## src/rtl/imem_loader.sv

```systemverilog
// imem_loader: boot-time program loader for the 128x32 instruction memory.
// Takes a length byte N (0 means DEPTH_WORDS) followed by 4*N instruction
// bytes, MSB first, packs them into 32-bit words and writes them to
// consecutive word addresses. The processor is held in reset until the
// load completes successfully.
//
// Handshake: a byte moves only on a rising edge where in_valid && in_ready.
// in_ready is decoded from state alone, so it never depends on in_valid,
// and the source may raise or drop in_valid at any time without loss.
//
// dbg_state exposes the FSM state: 0 IDLE, 1 LEN, 2 BYTES, 3 WRITE,
// 4 DONE, 5 ERR.
module imem_loader #(
    parameter int DEPTH_WORDS = 128,
    parameter int ADDR_WIDTH  = 9
) (
    input  logic                  clk,
    input  logic                  reset_n,
    input  logic                  start,
    input  logic                  in_valid,
    input  logic [7:0]            in_byte,
    output logic                  in_ready,
    output logic                  wr_en,
    output logic [ADDR_WIDTH-1:0] wr_addr,
    output logic [31:0]           wr_data,
    output logic                  cpu_hold,
    output logic                  done,
    output logic                  err,
    output logic [2:0]            dbg_state
);

    localparam int WIDX_W = ADDR_WIDTH - 2;
    localparam int CNT_W  = 8;
    localparam logic [CNT_W-1:0] DEPTH_CNT = CNT_W'(DEPTH_WORDS);

    typedef enum logic [2:0] {
        S_IDLE  = 3'd0,
        S_LEN   = 3'd1,
        S_BYTES = 3'd2,
        S_WRITE = 3'd3,
        S_DONE  = 3'd4,
        S_ERR   = 3'd5
    } state_t;

    state_t            r_state;
    state_t            w_next;
    logic [CNT_W-1:0]  r_count;
    logic [WIDX_W-1:0] r_word_idx;
    logic [1:0]        r_byte_idx;
    logic [31:0]       r_asm;

    logic              w_hs;
    logic              w_start_ok;
    logic              w_len_zero;
    logic              w_len_bad;
    logic [CNT_W-1:0]  w_idx_plus1;
    logic              w_last_word;

    // A byte is consumed only when both sides agree on this edge.
    assign w_hs        = in_valid && in_ready;
    // start is honoured only while no load is in progress.
    assign w_start_ok  = start && ((r_state == S_IDLE) || (r_state == S_DONE) ||
                                   (r_state == S_ERR));
    assign w_len_zero  = (in_byte == 8'd0);
    assign w_len_bad   = (int'(in_byte) > DEPTH_WORDS);
    // Widen before adding so the final word of a full-depth load compares
    // against a count of DEPTH_WORDS without the index ever wrapping.
    assign w_idx_plus1 = CNT_W'(r_word_idx) + CNT_W'(1);
    assign w_last_word = (w_idx_plus1 == r_count);

    // State register.
    always_ff @(posedge clk or negedge reset_n) begin
        if (!reset_n) begin
            r_state <= S_IDLE;
        end else begin
            r_state <= w_next;
        end
    end

    // Next-state decode.
    always_comb begin
        w_next = r_state;
        case (r_state)
            S_IDLE: begin
                if (w_start_ok) w_next = S_LEN;
            end
            S_LEN: begin
                if (w_hs) begin
                    if (w_len_bad) w_next = S_ERR;
                    else           w_next = S_BYTES;
                end
            end
            S_BYTES: begin
                if (w_hs && (r_byte_idx == 2'd3)) w_next = S_WRITE;
            end
            S_WRITE: begin
                if (w_last_word) w_next = S_DONE;
                else             w_next = S_BYTES;
            end
            S_DONE: begin
                if (w_start_ok) w_next = S_LEN;
            end
            S_ERR: begin
                if (w_start_ok) w_next = S_LEN;
            end
            default: w_next = S_IDLE;
        endcase
    end

    // Control outputs decoded from the state register only.
    always_comb begin
        in_ready = 1'b0;
        wr_en    = 1'b0;
        cpu_hold = 1'b1;
        done     = 1'b0;
        err      = 1'b0;
        case (r_state)
            S_LEN:   in_ready = 1'b1;
            S_BYTES: in_ready = 1'b1;
            S_WRITE: wr_en    = 1'b1;
            S_DONE: begin
                done     = 1'b1;
                cpu_hold = 1'b0;
            end
            S_ERR:   err      = 1'b1;
            default: ;
        endcase
    end

    // Length latch, word/byte indices and the big-endian assembly register.
    always_ff @(posedge clk or negedge reset_n) begin
        if (!reset_n) begin
            r_count    <= '0;
            r_word_idx <= '0;
            r_byte_idx <= '0;
            r_asm      <= '0;
        end else begin
            case (r_state)
                S_LEN: begin
                    if (w_hs) begin
                        r_count    <= w_len_zero ? DEPTH_CNT : in_byte;
                        r_word_idx <= '0;
                        r_byte_idx <= '0;
                    end
                end
                S_BYTES: begin
                    if (w_hs) begin
                        r_asm      <= {r_asm[23:0], in_byte};
                        r_byte_idx <= r_byte_idx + 2'd1;
                    end
                end
                S_WRITE: begin
                    // Hold the index on the final word so it cannot wrap.
                    if (!w_last_word) r_word_idx <= r_word_idx + WIDX_W'(1);
                    r_byte_idx <= '0;
                end
                default: ;
            endcase
        end
    end

    assign wr_addr   = {r_word_idx, 2'b00};
    assign wr_data   = r_asm;
    assign dbg_state = r_state;

endmodule

```

## config.mk

```make
export PLATFORM = sky130hd
export DESIGN_NAME = imem_loader
export DESIGN_NICKNAME = d
export VERILOG_FILES = /design/src/rtl/imem_loader.sv
export SDC_FILE = /design/constraint.sdc
export NUM_CORES = 1
export LEC_CHECK = 0
export ABC_AREA = 1
export BUFFER_PORTS_ARGS = -buffer_cell sky130_fd_sc_hd__buf_4
export CORE_UTILIZATION = 50
export CTS_BUF_LIST = sky130_fd_sc_hd__clkbuf_8
export CTS_CLUSTER_SIZE = 25
export DETAILED_ROUTE_END_ITERATION = 16
export HOLD_SLACK_MARGIN = 0.03
export PLACE_DENSITY = 0.79
export SYNTH_ARGS = -nofsm -noshare
export SYNTH_HDL_FRONTEND = slang
export SYNTH_SLANG_ARGS = --single-unit
```

## constraint.sdc

```tcl
create_clock -name clk -period 1.8 [get_ports clk]
set_clock_uncertainty 0.1 [all_clocks]
set_input_delay 0.09 -clock clk [delete_from_list [all_inputs] [get_ports clk]]
set_output_delay 0.09 -clock clk [all_outputs]
set_load 0.01 [all_outputs]
```

==> run metrics <==
DIE AREA just over 5000 µm²; Synth Area in Adders roughly 1.0%; Comb pwr share 45.7%; Synth async-reset ratio between 90% and 100%; Final period util 104%; mux cell area share after synthesis between 4 and 5%; max frequency about 530 MHz; max_cap viols 0; synth top area cells dfrtp_1 (53%), nand2_1 (12%), inv_1 (5.5%), o21ai_0 (5.5%), nor2_1 (4.1%); setup_tns -0.489 ns; FF-to-FF path depth 11; Seq/Total Area, Yosys 53.1%; remaining antenna violation count 0; Seq pwr share about two fifths; RSZ-0062 raised after global routing yes; Hold Crit Endpoint dbg_state[1]; I/O pin count 61; Die W 72.0 µm; Slew HR between 50% and 60%; antenna cells 0; clk sink count between 50 and 60; critical path depth 11; area added between synthesis and finish 33.9%; violated checks design-rule violations, negative setup slack; Post-Synth Simple-Gate Area between 20% and 30%; Synth Area in Compound Gates a little over 8%; Hold Path Depth 5; Final WS setup -0.0764 ns; Critical Path Fanout Max 7; CORE AREA 4720 µm²; vias in the first global route around 2100; slowest stage delay, CP between 0.4 and 0.5 ns; CP top delay family simple AND/OR/NAND/NOR gates; setup violators final 8; Commonest cells post-synth nand2_1 (80), dfrtp_1 (52), inv_1 (36), nor2_1 (27), o21ai_0 (27); Cells after Synth 294; Starting DRT DRC Count between 100 and 150; post-route cell area 3280 µm²; Synth Area in XOR/XNOR between 1 and 1.5%; top_reg_cell synth dfrtp_1; global route total overflow 0; Worst VDD drop about 870 µV; flops & latches, synth 52; Starting Density 51.9%; hold wc startpoint start; gpl congestion just over 0.8; PortBufs 58; Sw Share 38.9%; post-DP HPWL ~3700 µm; Int Power a little over 3 mW; Worst Tran Pin Value 0.643 ns; global-route wire length before repair 8960 µm; initial antenna violation count 0; Worst Setup Start Kind flop; Max Root-Sink Buffers 2; main combinational cell family by area after synthesis simple AND/OR/NAND/NOR gates; Crit Path Category flop to flop; most frequent cell after synthesis nand2_1; routed len/inst 12.0 µm; post-synth top area share between 50% and 60%; post-synth cell types 27; row count 25; Crit. End Element flop; worst path cell trace ha_4 > xnor2_2 > nand2_1 > nor2_1 > nand2_1 > nor2_2 > nand3_2 > nand2_4 > nand2_8 > nand2_1 > nand2_1; largest area contributor in the netlist dfrtp_1; CTS tree done; Clk pwr share between 10% and 20%; Yosys warning count 0; EDFF count, synth 0; Power per Cell Area around 1500 nW/µm²; Die Y around 70 µm; Tot GR Track Use between 20% and 30%; slowest cell on the critical path dfrtp_2; RR Endpoint r_word_idx[0]; post-layout min period approximately 1.9 ns; CP most frequent cell nand2_1; Pre-antenna DRT Iters 10; Tot Pwr around 5 mW; Max Slew Vio Count 0; worst skew pair latency 0.32 ns; vias per std cell between 4 and 5; Routed WL approximately 5300 µm; TritonCTS Buffers 5; Min-Delay Path Class input pin to flop; hold_ws around 0.19 ns; pin count of the biggest net entering global routing 59; r2r startpoint r_word_idx[0]; WP data required ~1.9 ns; CP startpoint r_word_idx[0]; run status complete, but fails checks; reg2reg setup slack -0.08 ns; DP Area between 3000 and 4000 µm²; final net count about 390; # DRC 2; Non-Filler Instances 439; Pleak approximately 1.7 nW; WP buf/inv 0; H-Tree Depth 2; critical path arrival approximately 2.0 ns; cell area after synthesis 2450 µm²; DR vias 2130; share of layout cells above drive strength 1 between 20% and 30%; Net Switching between 1.5 and 2 mW; hold violation total from the final report 0; clock root cell clkbuf_8; Avg Inst Size Synth roughly 8.3 µm²; Reg clk slew, reported paths about 0.10 ns; post-placement cell count 419
[worst max path at each step]
stage	endpoint	slack, ns
after global placement	r_word_idx[1]	-0.005
after global routing	r_word_idx[6]	-0.22
final	r_word_idx[0]	-0.08
after CTS	r_word_idx[3]	-0.05
after floorplan	r_word_idx[0]	0.003
after detailed placement	r_word_idx[1]	-0.11
[placed cells by master (no fill, tap or decap), drive strengths merged]
| cell type | count |
|---|---|
| nand2 | 85 |
| buf | 68 |
| dfrtp | 52 |
| inv | 38 |
| nor2 | 32 |
| o21ai | 27 |
| nand3 | 19 |
| dlygate4sd3 | 10 |
| a21oi | 9 |
| mux2 | 8 |
| clkbuf | 5 |
| nand3b | 2 |
| nand4 | 2 |
| nor3 | 2 |
| conb | 2 |
| xnor2 | 2 |
| ha | 2 |
| clkinv | 2 |
| o21bai | 1 |
| xor2 | 1 |
| nor4 | 1 |
| o22ai | 1 |
| mux2i | 1 |
[tightest hold or removal path, delay by kind of cell]
family / cells / cell delay, ns
and+or+nand+nor: 4 / 0.39
buffers and inverters: 1 / 0.11
[cells by family (layout without fill, tap and decap cells)]
| family | Yosys count | after routing |
|---|---|---|
| AOI/OAI and AO/OA | 38 | 38 |
| buffers and inverters | 47 | 123 |
| other | 1 | 2 |
| muxes | 9 | 9 |
| DFF | 52 | 52 |
| xor gates and xnor gates | 3 | 3 |
| and+or+nand+nor | 142 | 143 |
| adders and majority gates | 2 | 2 |
[power groups by stage]
| stage | Sequential [mW] | Combinational, mW | Clock, mW |
|---|---|---|---|
| after floorplan | 2.17 | 1.02 | 0 |
| after global placement | 2.02 | 2.13 | 0 |
| after detailed placement | 2.04 | 2.20 | 0 |
| after CTS | 2.02 | 2.26 | 0.704 |
| after global routing | 2.09 | 2.56 | 0.753 |
| final | 2.03 | 2.28 | 0.685 |
[layer usage]
metal  global-route usage, %  part of all wire, %
met5                       0                    0
met2                    37.7                   49
met1                    27.4                   45
met4                    9.15                  2.1
met3                    5.56                  4.2
[final cells by class]
type / instances / area (µm²)
Inverter: 37 / 139
Fill cell: 374 / 1440
Timing Repair Buffer: 78 / 623
Multi-Input combinational cell: 197 / 1040
Clock buffer: 5 / 68.8
Clock inverter: 3 / 22.5
Sequential cell: 52 / 1300
Tap cell: 67 / 83.8
[metrics by stage]
step / worst slack (ns) / util, %
4_1_cts: -0.0463 / 68.8
3_3_place_gp: -0.00458 / 63.9
3_5_place_dp: -0.105 / 63.9
2_1_floorplan: 0.00292 / -
5_1_grt: -0.217 / 69.5
6_report: -0.0764 / 69.5
[sequential cells by signal, indices dropped and copies added, names as in the netlist]
| signal | count |
|---|---|
| wr_data | 32 |
| r_count | 8 |
| r_word_idx | 7 |
| dbg_state | 3 |
| r_byte_idx | 2 |
[timing repair]
item	4_1_cts	5_1_grt
setup endpoints to repair	9	10
gates cloned	1	0
resized for setup	5	10
hold buffers	10	0
endpoints found under the hold margin	69	0
pin swaps	8	8
setup buffers	1	0
(Power assumes the default switching activity.)
